$ cat config.mk
export PLATFORM = sky130hd
export DESIGN_NAME = dllp_tx_scheduler
export DESIGN_NICKNAME = d
export VERILOG_FILES = /design/src/rtl/dllp_tx_scheduler.sv
export SDC_FILE = /design/constraint.sdc
export NUM_CORES = 1
export LEC_CHECK = 0
export CAP_MARGIN = 20
export CORE_MARGIN = 2
export CORE_UTILIZATION = 35
export CTS_CLUSTER_DIAMETER = 30
export DETAILED_ROUTE_END_ITERATION = 6
export PLACE_DENSITY_LB_ADDON = 0.08
export SETUP_SLACK_MARGIN = 0.1
export SYNTH_ARGS = -nofsm -noshare
export SYNTH_HDL_FRONTEND = slang
export SYNTH_SLANG_ARGS = --single-unit
$ cat constraint.sdc
create_clock -name clk -period 5.05 [get_ports clk]
set_clock_uncertainty 0.05 [all_clocks]
set_input_delay 1.01 -clock clk [delete_from_list [all_inputs] [get_ports clk]]
set_output_delay 1.01 -clock clk [all_outputs]
set_load 0.01 [all_outputs]
$ cat src/rtl/dllp_tx_scheduler.sv
// dllp_tx_scheduler: picks the next DLLP (InitFC1/InitFC2 triplets, Ack, Nak,
// UpdateFC) and presents it to the DLLP creator through a registered
// valid/ready slot.
// Optional build macro: DLLP_STARVE_GUARD_EN adds an UpdateFC starvation guard
// (parameter STARVE_MAX) on top of the strict Nak > Ack > UpdateFC priority.
module dllp_tx_scheduler #(
  parameter int unsigned INIT_GAP = 64
`ifdef DLLP_STARVE_GUARD_EN
  , parameter int unsigned STARVE_MAX = 8
`endif
) (
  input  logic        clk,
  input  logic        rst,
  input  logic        dl_down,
  input  logic        start_fc_init1,
  input  logic        start_fc_init2,
  input  logic        run_time_on,
  input  logic        initiate_ack,
  input  logic        initiate_nak,
  input  logic [11:0] pending_seq_num,
  input  logic        transmit_update_dllp,
  input  logic [7:0]  ph_credits,
  input  logic [7:0]  nph_credits,
  input  logic [7:0]  ch_credits,
  input  logic [11:0] pd_credits,
  input  logic [11:0] npd_credits,
  input  logic [11:0] cd_credits,
  input  logic        dllp_rdy,
  output logic        dllp_vld,
  output logic [7:0]  dllp_type,
  output logic [11:0] dllp_seq,
  output logic [7:0]  dllp_hdr_fc,
  output logic [11:0] dllp_data_fc,
  output logic        init_round_done,
  output logic        ack_nak_pend
);

  localparam int unsigned GAP_W = $clog2(INIT_GAP + 1);
  localparam logic [7:0] T_ACK    = 8'h00;
  localparam logic [7:0] T_NAK    = 8'h10;
  localparam logic [7:0] T_IFC1_C = 8'h60;
  localparam logic [7:0] T_IFC2_C = 8'hE0;

  typedef enum logic [1:0] {S_IDLE, S_INIT1, S_INIT2, S_RUN} state_t;

  state_t           state_q, mode_c;
  logic             vld_q, irdone_q, anp_q;
  logic [7:0]       type_q, hdr_q;
  logic [11:0]      seq_out_q, data_q;
  logic             ack_q, nak_q, ack_d, nak_d;
  logic [11:0]      seq_q, seq_d;
  logic [2:0]       upd_q, upd_d;
  logic [1:0]       idx_q, rr_q;
  logic             gap_act_q;
  logic [GAP_W-1:0] gap_q;

  logic        slot_free, c_accept, gap_open, enter_init, nxt_an;
  logic        upd_hit, upd_first, take_upd;
  logic [1:0]  upd_pick;
  logic        sel_vld, sel_cred, adv_idx, g_ack, g_nak;
  logic [2:0]  g_upd;
  logic [1:0]  sel_cls;
  logic [7:0]  sel_type, sel_hdr;
  logic [11:0] sel_seq, sel_data;

  assign dllp_vld        = vld_q;
  assign dllp_type       = type_q;
  assign dllp_seq        = seq_out_q;
  assign dllp_hdr_fc     = hdr_q;
  assign dllp_data_fc    = data_q;
  assign init_round_done = irdone_q;
  assign ack_nak_pend    = anp_q;

  assign slot_free  = !vld_q || dllp_rdy;
  assign c_accept   = vld_q && dllp_rdy && (type_q == T_IFC1_C || type_q == T_IFC2_C);
  assign gap_open   = !gap_act_q || (gap_q == GAP_W'(INIT_GAP - 1));
  assign enter_init = (mode_c == S_INIT1 || mode_c == S_INIT2) && (mode_c != state_q);
  assign upd_hit    = |upd_q;

`ifdef DLLP_STARVE_GUARD_EN
  localparam int unsigned STV_W = $clog2(STARVE_MAX + 1);
  logic [STV_W-1:0] stv_q;
  assign upd_first = (stv_q >= STV_W'(STARVE_MAX));

  // Count Ack/Nak grants that bypass a waiting UpdateFC; cleared by an UpdateFC grant
  always_ff @(posedge clk or posedge rst) begin
    if (rst)                                            stv_q <= '0;
    else if (dl_down || (|g_upd))                       stv_q <= '0;
    else if ((g_ack || g_nak) && upd_hit && !upd_first) stv_q <= stv_q + STV_W'(1);
  end
`else
  assign upd_first = 1'b0;
`endif

  assign take_upd = upd_hit && (upd_first || (!nak_q && !ack_q));

  // Mode decode with dl_down highest priority
  always_comb begin
    mode_c = S_IDLE;
    if (dl_down)             mode_c = S_IDLE;
    else if (start_fc_init1) mode_c = S_INIT1;
    else if (start_fc_init2) mode_c = S_INIT2;
    else if (run_time_on)    mode_c = S_RUN;
  end

  // Round-robin pick among set UpdateFC bits starting at the pointer
  always_comb begin
    upd_pick = rr_q;
    for (int k = 2; k >= 0; k--) begin
      if (upd_q[(int'(rr_q) + k) % 3]) upd_pick = 2'((int'(rr_q) + k) % 3);
    end
  end

  // Next-slot selection and grants
  always_comb begin
    sel_vld  = 1'b0;
    sel_type = '0;
    sel_seq  = '0;
    sel_hdr  = '0;
    sel_data = '0;
    sel_cls  = 2'd0;
    sel_cred = 1'b0;
    adv_idx  = 1'b0;
    g_ack    = 1'b0;
    g_nak    = 1'b0;
    g_upd    = '0;
    if (slot_free && !dl_down) begin
      case (state_q)
        S_INIT1, S_INIT2: begin
          if (gap_open && !c_accept) begin
            sel_vld  = 1'b1;
            sel_type = ((state_q == S_INIT1) ? 8'h40 : 8'hC0) | {2'b00, idx_q, 4'h0};
            sel_cls  = idx_q;
            sel_cred = 1'b1;
            adv_idx  = 1'b1;
          end
        end
        S_RUN: begin
          if (take_upd) begin
            sel_vld         = 1'b1;
            sel_type        = 8'h80 | {2'b00, upd_pick, 4'h0};
            sel_cls         = upd_pick;
            sel_cred        = 1'b1;
            g_upd[upd_pick] = 1'b1;
          end else if (nak_q) begin
            sel_vld  = 1'b1;
            sel_type = T_NAK;
            sel_seq  = seq_q;
            g_nak    = 1'b1;
          end else if (ack_q) begin
            sel_vld  = 1'b1;
            sel_type = T_ACK;
            sel_seq  = seq_q;
            g_ack    = 1'b1;
          end
        end
        default: ;
      endcase
    end
    if (sel_cred) begin
      case (sel_cls)
        2'd0:    begin sel_hdr = ph_credits;  sel_data = pd_credits;  end
        2'd1:    begin sel_hdr = nph_credits; sel_data = npd_credits; end
        default: begin sel_hdr = ch_credits;  sel_data = cd_credits;  end
      endcase
    end
  end

  // Pending request bookkeeping: Nak supersedes Ack, repeats overwrite seq
  always_comb begin
    ack_d = ack_q & ~g_ack;
    nak_d = nak_q & ~g_nak;
    seq_d = seq_q;
    if (state_q == S_RUN) begin
      if (initiate_nak) begin
        nak_d = 1'b1;
        ack_d = 1'b0;
        seq_d = pending_seq_num;
      end else if (initiate_ack && !nak_d) begin
        ack_d = 1'b1;
        seq_d = pending_seq_num;
      end
    end
    upd_d = (upd_q & ~g_upd) | ({3{transmit_update_dllp}} & ~upd_q);
  end

  assign nxt_an = slot_free ? (sel_vld && (sel_type == T_ACK || sel_type == T_NAK))
                            : (vld_q && (type_q == T_ACK || type_q == T_NAK));

  // State, output slot, pending bits, triplet index, gap counter, RR pointer
  always_ff @(posedge clk or posedge rst) begin
    if (rst) begin
      state_q   <= S_IDLE;
      vld_q     <= 1'b0;
      type_q    <= '0;
      seq_out_q <= '0;
      hdr_q     <= '0;
      data_q    <= '0;
      irdone_q  <= 1'b0;
      anp_q     <= 1'b0;
      ack_q     <= 1'b0;
      nak_q     <= 1'b0;
      seq_q     <= '0;
      upd_q     <= '0;
      idx_q     <= '0;
      rr_q      <= '0;
      gap_act_q <= 1'b0;
      gap_q     <= '0;
    end else if (dl_down) begin
      state_q   <= S_IDLE;
      vld_q     <= 1'b0;
      type_q    <= '0;
      seq_out_q <= '0;
      hdr_q     <= '0;
      data_q    <= '0;
      irdone_q  <= 1'b0;
      anp_q     <= 1'b0;
      ack_q     <= 1'b0;
      nak_q     <= 1'b0;
      seq_q     <= '0;
      upd_q     <= '0;
      idx_q     <= '0;
      rr_q      <= '0;
      gap_act_q <= 1'b0;
      gap_q     <= '0;
    end else begin
      state_q  <= mode_c;
      irdone_q <= c_accept;
      anp_q    <= ack_d || nak_d || nxt_an;
      ack_q    <= ack_d;
      nak_q    <= nak_d;
      seq_q    <= seq_d;
      upd_q    <= upd_d;
      if (slot_free) begin
        vld_q     <= sel_vld;
        type_q    <= sel_type;
        seq_out_q <= sel_seq;
        hdr_q     <= sel_hdr;
        data_q    <= sel_data;
      end
      if (|g_upd) rr_q <= (upd_pick == 2'd2) ? 2'd0 : upd_pick + 2'd1;
      if (enter_init) begin
        idx_q     <= '0;
        gap_act_q <= 1'b0;
        gap_q     <= '0;
      end else begin
        if (adv_idx) idx_q <= (idx_q == 2'd2) ? 2'd0 : idx_q + 2'd1;
        if (c_accept) begin
          gap_act_q <= 1'b1;
          gap_q     <= '0;
        end else if (gap_act_q) begin
          if (gap_q == GAP_W'(INIT_GAP - 1)) begin
            gap_act_q <= 1'b0;
            gap_q     <= '0;
          end else begin
            gap_q <= gap_q + GAP_W'(1);
          end
        end
      end
    end
  end

endmodule
==> results.env <==
SEQUENTIAL_CELL_AREA_SQ_MM=0.00175
YOSYS-TOP-CELLS-COUNT='70 x dfrtp_1, 62 x nand2_1, 24 x o211ai_1'
DRC_ERRORS=0
HOLD_PATH.STARTPOINT='seq_q[3]'
GLOBALROUTEOVERFLOWTOTAL=0
CLK_PATH_BUF_DEPTH=2
FP.COREAREA_SQ_MM=0.0108
TIMING.FMAX_MHz=293
DRT-VIAS-PER-INSTANCE=5.30
DPL_HPWL_UM=7630
CTS-BUFFERS-INSERTED=9
SYNTH-COMPOUND-AREA-SHARE_PCT=23.4
SYNTH_MUX_AREA_SHARE_PCT=1.14
WORST_EP_ARRIVAL_TIME_NS=3.64
YOSYS.AREA_SHARE.SIMPLE_PCT=20.1
GRT_START_MAX_NET_PINS=45
SYNTH_TOP_CELLS_BY_AREA='dfrtp_1 46%, nand2_1 6.1%, a221o_1 5.7%'
CRIT_REQUIRED_NS=5.28
REPORT.FINAL.SLEW_VIOL_COUNT=0
MAXSLEWHEADROOM_PCT=30.8
CLOCK_SINK_TOTAL=70
NUMPORTBUFFERS=120
FLOORPLAN.DIE_AREA_SQ_MM=0.0118
MULTI_INPUT_AREA_SQ_MM=0.00184
SYNTHESIS.AREA_SQ_MM=0.00385
WORST_PIN_SLEW_NS=1.04
FRACTION_OF_LAYOUT_CELLS_WITH_A_SIZE_SUFFIX_ABOVE_1_PCT=6.07
SETUP.REG_TO_REG.WORST_SLACK_NS=2.19
R2R-START='gap_q[0]'
CTS.CLK_SLEW.WORST_PATHS_NS=0.07
GRT_PASS1_WL_UM=17300
GRT.TOTAL_USAGE_PCT=18.8
POSTCTSRESIZEDCELLS=0
YOSYS_REGISTER_BITS=70
REPORT.FINAL.SETUP_VIOL=0
TIMING.CRITICAL_PATH.FROM_TYPE='input port'
PERIOD_NEEDED_NS=3.42
HOLDBUFCOUNTCTS=0
POWER_DENSITY_mW_PER_MM2=246
ROUTED-VIA-COUNT=3537
SYNTH_EDF_COUNT=0
YOSYSUNIQUECELLTYPES=49
SYNTHESIS.AREA_PER_INSTANCE_SQ_UM=9.25
MAXCAPVIOLATIONS=0
SYNTH_MOST_COMMON_CELL='dfrtp_1'
SYNTHESIS.INSTANCES=416
SETUP_REPAIR_AFTER_GLOBAL_ROUTING_MISSED_ITS_MARGIN='false'
TOTAL_POWER_mW=1.32
FINALWEIGHTEDCONGESTION=0.805
FINALCOREUTILIZATION_PCT=49.6
AVGROUTEDWIREPERCELL_UM=16.2
FINAL_HOLD_VIO_COUNT=0
PLACEMENT_ROWS=38
DRT_WL_TOTAL_UM=10800
RESULT_OF_THE_RUN='finished, final reports clean'
DRT.ANTENNA.VIOLATING_NETS=0
SYNTH_FF_TYPE='dfrtp_1'
DRTITER0DRC=201
POST-SYNTH-TOP-AREA-FRACTION_PCT=45.5
ANTENNA_FOUND_INITIAL=0
CLK-INSERTION-DELAY-LATE_NS=0.34
ANTENNA-DIODE-COUNT=0
TIMING_WORST_SETUP_PATH_TYPE='input port to register'
WORSTSETUPSTARTPOINT='dllp_rdy'
SYNTHARSTFLOPSHARE_PCT=100
CLOCK_TREE.ROOT_CELL='clkbuf_8'
WORST_HOLD_PATH_TYPE='register to register'
FLOORPLAN.INITIALDENSITY_PCT=35.6
SYNTH_SEQ_AREA_SHARE_PCT=45.5
POST_CTS.REPAIR.SETUP_BUFFERS=0
FILLERS=1042
YOSYS_WARNINGS=0
AREA_DELTA_SYNTH_FINAL_PCT=39.1
CRITICAL_PATH.MAX_FANOUT=29
MAIN_COMBINATIONAL_CELL_FAMILY_BY_AREA_AFTER_SYNTHESIS='compound AO/OA/AOI/OAI gates'
LARGEST_AREA_CONTRIBUTOR_IN_THE_NETLIST='dfrtp_1'
IOPINCOUNT=125
SETUP.WORST_PATH.END_CLASS='register'
POST_SYNTHESIS_SHARE_OF_CELL_AREA_SPENT_ON_FULL_ADDERS_HALF_ADDERS_AND_MAJORITY_GATES_PCT=2.28
DIE-HEIGHT_UM=109
CTS_TREE='yes'
LAYOUT.NETS=611
CHIP_WIDTH_UM=109
YOSYS.AREA_SHARE.XOR_XNOR_PCT=0.455
NUMBER_OF_GLOBAL_ROUTE_VIAS_BEFORE_REPAIR=3441
CTS.HTREE.LEVELS=3
FIN_CRIT_SH_PCT=67.7
P_LEAK_nW=2.12
SETUP_TOTAL_NEGATIVE_SLACK_NS=0
DRT_PRE_ANTENNA_ITERS=4
PEAKVDDDROP_mV=0.172
==> sequential cells by signal, indices dropped and copies added (netlist names) <==
name,count
seq_q,12
gap_act_q,1
dllp_seq,12
dllp_vld,1
dllp_hdr_fc,8
gap_q,7
idx_q,2
upd_q,3
nak_q,1
state_q,2
dllp_data_fc,12
init_round_done,1
dllp_type,4
ack_q,1
rr_q,2
ack_nak_pend,1
==> final cells by class <==
| type | count | share of cell area, % |
|---|---|---|
| clock buffers | 10 | 2.57 |
| clock inverters | 6 | 1.59 |
| inverters | 22 | 1.54 |
| multi-input cells | 291 | 34.5 |
| flip-flops and latches | 70 | 32.7 |
| well taps | 140 | 3.27 |
| repair buffers | 128 | 23.8 |
==> where the power goes <==
| group | switching (mW) | internal [mW] |
|---|---|---|
| combinational | 0.103 | 0.110 |
| clock | 0.216 | 0.290 |
| sequential | 0.0170 | 0.581 |
| total | 0.336 | 0.981 |
==> critical path, stage by stage <==
cell and delay, ns:
clkdlybuf4s50_1 0.50, nand4b_1 0.15, nor2_1 0.28, nor3_2 0.08
buf_4 0.23, a211o_1 0.33, a21oi_2 0.75, a221o_1 0.29
==> routing by layer <==
metal	global-route usage (%)	share of wire [%]
met1	24.5	45
met4	6.87	1.4
met2	30.1	48
met3	5.08	6.0
met5	0	0
==> layout by cell type (no fill, tap or decap), drive strengths merged, types with 2 or more instances in the layout <==
cell type	instances
dfrtp	70
a311oi	3
o31ai	2
or3	4
conb	4
inv	22
clkinvlp	2
mux2i	4
o22ai	3
a22o	13
nor3	8
clkbuf	10
nand2	62
bufinv	2
ha	7
o211ai	24
a221o	22
a21o	3
nor2b	5
nand3b	13
o21ai	24
a21oi	15
buf	8
clkinv	2
o31a	2
a31oi	2
nand4b	3
nor2	20
and2	2
and3	2
nand3	3
a211o	2
nand4	22
nand2b	6
clkdlybuf4s50	120
==> kinds of logic (layout without fill, tap and decap cells) <==
group | after synthesis | after routing
flops | 70 | 70
xor+xnor | 2 | 2
mux | 4 | 4
simple gates | 153 | 153
compound gates | 121 | 121
buf+inv | 58 | 166
other cells | 1 | 4
fa+ha+maj | 7 | 7
==> through the flow <==
step | std cells | hold WS, ns | setup WS [ns] | instance area (sq um)
2_1_floorplan | 419 | 0.398 | 2.22 | 3860
3_5_place_dp | 650 | 0.431 | 1.30 | 5110
6_report | 667 | 0.446 | 1.63 | 5350
3_3_place_gp | 650 | 0.423 | 1.34 | 5110
5_1_grt | 667 | 0.463 | 1.45 | 5350
4_1_cts | 666 | 0.450 | 1.67 | 5330
==> final timing paths <==
path,end,cells after the start
max in group asynchronous,upd_q[1],4
min in group asynchronous,dllp_data_fc[0],2
worst min register to register,dllp_seq[3],1
worst min-delay path,dllp_seq[3],1
worst max-delay path,dllp_hdr_fc[3],8
worst max register to register,dllp_hdr_fc[3],8
(Power assumes the default switching activity.)
